### src/rtl/mips_pkg.sv
`timescale 1ns/1ps
// mips_pkg: shared widths, constants and the fetch entry record used by the
// fetch sequencer and its skid buffer.
package mips_pkg;

  localparam int INSTR_W    = 32;
  localparam int ADDR_W     = 32;
  localparam int WORD_BYTES = 4;

  localparam logic [ADDR_W-1:0]  RESET_PC_DEF = 32'h0000_0000;
  localparam logic [INSTR_W-1:0] NOP_WORD     = 32'h0000_0000;

  // One fetched word together with the address it came from.
  typedef struct packed {
    logic [INSTR_W-1:0] word;
    logic [ADDR_W-1:0]  pc;
  } fetch_entry_t;

  // Word-align an address and fold it into a power-of-two memory.
  function automatic logic [ADDR_W-1:0] wrap_addr(input logic [ADDR_W-1:0] addr,
                                                  input logic [ADDR_W-1:0] mask);
    return {addr[ADDR_W-1:2], 2'b00} & mask;
  endfunction

endpackage

### src/rtl/fetch_skid_buf.sv
`timescale 1ns/1ps
// fetch_skid_buf: single-entry (word, pc) holding register.
// Catches the word returning from memory while decode is stalled.
//   clk, rst_n : clock, async active-low reset
//   push       : capture din (entry becomes full)
//   pop        : release the entry (entry becomes empty)
//   flush      : discard the entry; wins over push and pop
//   din        : entry to capture
//   full       : entry holds a word
//   dout       : held entry
module fetch_skid_buf
  import mips_pkg::*;
(
  input  logic         clk,
  input  logic         rst_n,
  input  logic         push,
  input  logic         pop,
  input  logic         flush,
  input  fetch_entry_t din,
  output logic         full,
  output fetch_entry_t dout
);

  always_ff @(posedge clk or negedge rst_n) begin
    if (!rst_n) begin
      full <= 1'b0;
      dout <= '0;
    end else if (flush) begin
      full <= 1'b0;
    end else if (push) begin
      full <= 1'b1;
      dout <= din;
    end else if (pop) begin
      full <= 1'b0;
    end
  end

endmodule

### src/rtl/fetch_sequencer.sv
`timescale 1ns/1ps
// fetch_sequencer: program counter and fetch control in front of a
// 1-cycle registered-read instruction memory. Issues sequential word
// fetches, parks a returning word in a skid entry when decode stalls,
// and kills in-flight work on a redirect.
//   clk, rst_n  : clock, async active-low reset
//   imem_addr   : memory read address (the pc register)
//   imem_instr  : memory data for the address presented last cycle
//   stall       : decode not ready, hold instr
//   redirect    : load redirect_pc as next fetch address
//   redirect_pc : branch/jump target
//   instr       : instruction word to decode
//   instr_pc    : address of instr
//   instr_valid : instr/instr_pc meaningful
//   align_err   : sticky, a redirect target was not word aligned
//   fetch_count : instructions accepted by decode
module fetch_sequencer
  import mips_pkg::*;
#(
  parameter logic [ADDR_W-1:0] RESET_PC   = RESET_PC_DEF,
  parameter int                IMEM_BYTES = 256
) (
  input  logic               clk,
  input  logic               rst_n,
  output logic [ADDR_W-1:0]  imem_addr,
  input  logic [INSTR_W-1:0] imem_instr,
  input  logic               stall,
  input  logic               redirect,
  input  logic [ADDR_W-1:0]  redirect_pc,
  output logic [INSTR_W-1:0] instr,
  output logic [ADDR_W-1:0]  instr_pc,
  output logic               instr_valid,
  output logic               align_err,
  output logic [31:0]        fetch_count
);

  localparam logic [ADDR_W-1:0] PC_MASK = ADDR_W'(IMEM_BYTES - 1);
  localparam logic [ADDR_W-1:0] PC_STEP = ADDR_W'(WORD_BYTES);

  logic [ADDR_W-1:0] pc;
  logic [ADDR_W-1:0] pend_pc;
  logic              pend_v;

  logic              load;
  logic              accept;
  logic              skid_push;
  logic              skid_pop;
  logic              skid_full;
  logic              skid_full_next;
  logic              advance;
  fetch_entry_t      skid_q;
  fetch_entry_t      pend_entry;

  assign imem_addr  = pc;
  assign pend_entry = '{word: imem_instr, pc: pend_pc};

  // Output register is free to take a new word this edge.
  assign load   = !instr_valid || !stall;
  assign accept = instr_valid && !stall;

  // A word landing while the output is held goes to the skid. The skid is
  // never full while a word is in flight, because fetch stops whenever the
  // skid will be occupied.
  assign skid_push = !redirect && instr_valid && stall && pend_v;
  assign skid_pop  = !redirect && load && skid_full;

  always_comb begin
    skid_full_next = skid_full;
    if (redirect)       skid_full_next = 1'b0;
    else if (skid_push) skid_full_next = 1'b1;
    else if (skid_pop)  skid_full_next = 1'b0;
  end

  // Fetch only when an empty skid is guaranteed to exist next cycle, so the
  // word returning then always has a landing slot.
  assign advance = !redirect && !skid_full_next;

  fetch_skid_buf u_skid (
    .clk   (clk),
    .rst_n (rst_n),
    .push  (skid_push),
    .pop   (skid_pop),
    .flush (redirect),
    .din   (pend_entry),
    .full  (skid_full),
    .dout  (skid_q)
  );

  // pc / in-flight tracking
  always_ff @(posedge clk or negedge rst_n) begin
    if (!rst_n) begin
      pc      <= RESET_PC;
      pend_pc <= '0;
      pend_v  <= 1'b0;
    end else if (redirect) begin
      pc     <= wrap_addr(redirect_pc, PC_MASK);
      pend_v <= 1'b0;
    end else if (advance) begin
      pend_pc <= pc;
      pc      <= (pc + PC_STEP) & PC_MASK;
      pend_v  <= 1'b1;
    end else begin
      pend_v <= 1'b0;
    end
  end

  // Output register: skid has priority since it holds the older word.
  always_ff @(posedge clk or negedge rst_n) begin
    if (!rst_n) begin
      instr       <= NOP_WORD;
      instr_pc    <= '0;
      instr_valid <= 1'b0;
    end else if (redirect) begin
      instr_valid <= 1'b0;
    end else if (load) begin
      if (skid_full) begin
        instr       <= skid_q.word;
        instr_pc    <= skid_q.pc;
        instr_valid <= 1'b1;
      end else if (pend_v) begin
        instr       <= imem_instr;
        instr_pc    <= pend_pc;
        instr_valid <= 1'b1;
      end else begin
        instr_valid <= 1'b0;
      end
    end
  end

  // Accepted-instruction counter and sticky alignment flag.
  always_ff @(posedge clk or negedge rst_n) begin
    if (!rst_n) begin
      fetch_count <= '0;
      align_err   <= 1'b0;
    end else begin
      if (accept)
        fetch_count <= fetch_count + 32'd1;
      if (redirect && (redirect_pc[1:0] != 2'b00))
        align_err <= 1'b1;
    end
  end

endmodule

### config.mk
export PLATFORM = sky130hd
export DESIGN_NAME = fetch_sequencer
export DESIGN_NICKNAME = d
export VERILOG_FILES = /design/src/rtl/mips_pkg.sv /design/src/rtl/fetch_skid_buf.sv /design/src/rtl/fetch_sequencer.sv
export SDC_FILE = /design/constraint.sdc
export NUM_CORES = 1
export LEC_CHECK = 0
export ABC_AREA = 1
export CORE_AREA = 5 5 139 141
export CTS_CLUSTER_DIAMETER = 100
export CTS_CLUSTER_SIZE = 8
export DETAILED_ROUTE_END_ITERATION = 16
export DIE_AREA = 0 0 144 146
export GPL_ROUTABILITY_DRIVEN = 0
export HOLD_SLACK_MARGIN = 0.05
export PLACE_DENSITY = 0.73
export SLEW_MARGIN = 20
export SYNTH_ARGS = -nofsm -noshare
export SYNTH_HDL_FRONTEND = slang
export SYNTH_HIERARCHICAL = 1
export SYNTH_SLANG_ARGS = --single-unit
### constraint.sdc
create_clock -name clk -period 2 [get_ports clk]
set_input_delay 0.6 -clock clk [delete_from_list [all_inputs] [get_ports clk]]
set_output_delay 0.6 -clock clk [all_outputs]
set_load 0.05 [all_outputs]
==> flow_metrics.tcl <==
set metrics [dict create \
    hp-class "input port to async pin" \
    rr_startpoint "fetch_count[1]" \
    maxCapViolations 0 \
    hold_violations 0 \
    seqPwrFrac 0.424 \
    fin_area_sq_mm 0.0101 \
    start_util 0.441 \
    critical_path.startpoint_type "flop" \
    cts_tree "built" \
    avgRoutedWirePerCell_microns 14.6 \
    vias 6438 \
    rr_worst_depth 8 \
    cts-resized-gates 0 \
    crit_family "flip-flops" \
    drt-total-wl_microns 19200 \
    cts_hold_buf 0 \
    grt_pass1_vias 6164 \
    yosysUniqueCellTypes 30 \
    required_ps 1400 \
    syn_avg_cell_area_sq_um 8.88 \
    setup_viol 0 \
    powerDensity_mw_per_mm2 1050 \
    clk_path_buf_depth 2 \
    p_sw_frac 0.328 \
    htree_levels 4 \
    grt_overflow 0 \
    grt_pass1_wl_microns 31800 \
    combPwrFrac 0.227 \
    syn_to_final_growth_pct 29.1 \
    ir_drop_mv 0.839 \
    r2r-end "fetch_count[24]" \
    tightest_slew_ps 649 \
    tns_ps 0 \
    ff2ff_setup_slack_ps 420 \
    ant_nets 0 \
    crit_chain "buf_4" \
    worstSetupPathType "flop to primary output" \
    ys_warn_count 6 \
    leakagePower_nw 5.16 \
    antenna_cells 0 \
    layout_commonest_cell "nand2_1" \
    end_kind "primary output" \
    grt_usage 0.186 \
    cts_buffers 17 \
    chipWidth_microns 144 \
    crit_path_top_delay_cell "dfrtp_1" \
    drive_gt1_frac 0.175 \
    dieArea_sq_mm 0.0210 \
    rsz0062_at_grt "no" \
    io_pins 198 \
    critPathMaxStageDelay_ps 470 \
    fillers 1589 \
    nets 1141 \
    status "complete, no violations" \
    synth-seq-area-share 0.560 \
    grt_max_degree 65 \
    critPathArrivalTime_ps 1130 \
    cellInternalPower_mw 7.16 \
    max_freq_mhz 578 \
    cp_max_fo 7 \
    drtPass1Iterations 5 \
    worst_slack_ps 270 \
    critical_path_buf_inv_count 1 \
    cts.clk_slew.worst_paths_ps 70 \
    finalCritPeriodShare 0.865 \
    dpl.hpwl_microns 12900 \
    fin_skew_ps 8.80 \
    vias_per_cell 4.90 \
    row_count 49 \
    clockRootBuffer "clkbuf_16" \
    place_ws_ps -157 \
    post_cts_buffers 0 \
    io_buffers 147 \
    drv_slew 0 \
    dr.first_iter.drc_count 434 \
    hold_ws_ps 79.8 \
    slew_headroom 0.564 \
    p_sw_mw 3.49 \
    syn_inst 885 \
    core-area_sq_mm 0.0178 \
    placed_area_sq_mm 0.00949 \
    min_period_ps 1730 \
    clk_latency_ps 420 \
    clock_sinks 176 \
    synth_area_sq_mm 0.00786 \
    die_h_microns 146 \
    antenna_found_initial 0 \
    final_cell_mix "301 x nand2_1, 176 x dfrtp_1, 132 x buf_4, 89 x nand3_1, 75 x nor2_1" \
    clock_power_share 0.349 \
    drc 0 \
    p_total_mw 10.7 \
    synth-seq-cells 176 \
]
## sequential cells by signal (all words and copies together), names as in the netlist
name / count
instr: 32
u_skid/dout: 64
fetch_count: 32
instr_pc: 32
pend_v: 1
u_skid/full: 1
imem_addr: 6
align_err: 1
pend_pc: 6
instr_valid: 1
## worst max path at each step
stage,start,cells after the start,end,slack [ps]
after floorplan,fetch_count[1],8,fetch_count[24],200
after global placement,stall,7,instr_pc[3],-140
after detailed placement,stall,7,instr[26],-160
after CTS,fetch_count[12],1,fetch_count[12],250
after global routing,stall,9,u_skid/dout[27],160
final,fetch_count[12],1,fetch_count[12],270
## area by class of cell
| type | count | area [sq um] | share of cell area |
|---|---|---|---|
| Clock inverter | 14 | 223 | 0.0219 |
| Timing Repair Buffer | 184 | 1600 | 0.158 |
| Sequential cell | 176 | 4400 | 0.434 |
| Tap cell | 229 | 287 | 0.0282 |
| Clock buffer | 18 | 439 | 0.0433 |
| Inverter | 45 | 169 | 0.0166 |
| Multi-Input combinational cell | 647 | 3020 | 0.298 |
## power by group through the flow
stage                     clock network (mW)  registers, mW  logic (mW)
after detailed placement                   0           4.57        2.44
final                                   3.72           4.52        2.42
after floorplan                            0           5.33       0.840
after global placement                     0           4.56        2.40
after global routing                    3.95           4.59        2.62
after CTS                               3.79           4.52        2.44
## synthesized netlist by cell type
library cell,instances,area share
nand2_1,301,0.14
o21bai_1,2,0.0019
clkbuf_1,6,0.0029
nor2_4,4,0.0057
nor3b_1,1,0.00096
a31oi_1,39,0.031
nand2_2,4,0.0032
xnor2_1,6,0.0067
nor2_1,75,0.036
nand4_1,10,0.0080
a21o_1,1,0.00096
a22o_1,26,0.029
and2_1,1,0.00080
inv_1,40,0.019
nand3_1,89,0.057
dfrtp_1,176,0.56
nor3_1,4,0.0025
ha_1,2,0.0032
buf_2,19,0.012
buf_4,39,0.037
o21a_1,1,0.00096
conb_1,1,0.00048
inv_2,5,0.0024
a21oi_4,1,0.0021
o211ai_1,3,0.0029
nor2_2,1,0.00080
nand3b_1,2,0.0019
xor2_1,15,0.017
buf_6,4,0.0057
o21ai_0,7,0.0045
## per-stage QoR
step | cells | utilization
3_5_place_dp | 1281 | 0.532
4_1_cts | 1313 | 0.569
2_1_floorplan | 936 | -
3_3_place_gp | 1281 | 0.532
5_1_grt | 1313 | 0.569
6_report | 1313 | 0.569
## layer usage
layer  track usage  vias to the layer above  part of all wire
li1              -                     3176                 -
met1         0.255                     3077              0.44
met2         0.301                      173              0.49
met3        0.0404                       12             0.061
met4        0.0461                        0             0.010
met5             0                        -                 0
## cell families (layout without fill, tap and decap cells)
family | after synthesis | in the layout | share of synthesized area
DFF | 176 | 176 | 0.560
AOI/OAI and AO/OA | 80 | 80 | 0.0732
adders and majority gates | 2 | 2 | 0.00318
and+or+nand+nor | 492 | 492 | 0.260
buffers and inverters | 113 | 261 | 0.0794
other | 1 | 52 | 0.000477
xor gates and xnor gates | 21 | 21 | 0.0234
No activity file was read; power rests on OpenSTA's default activity.
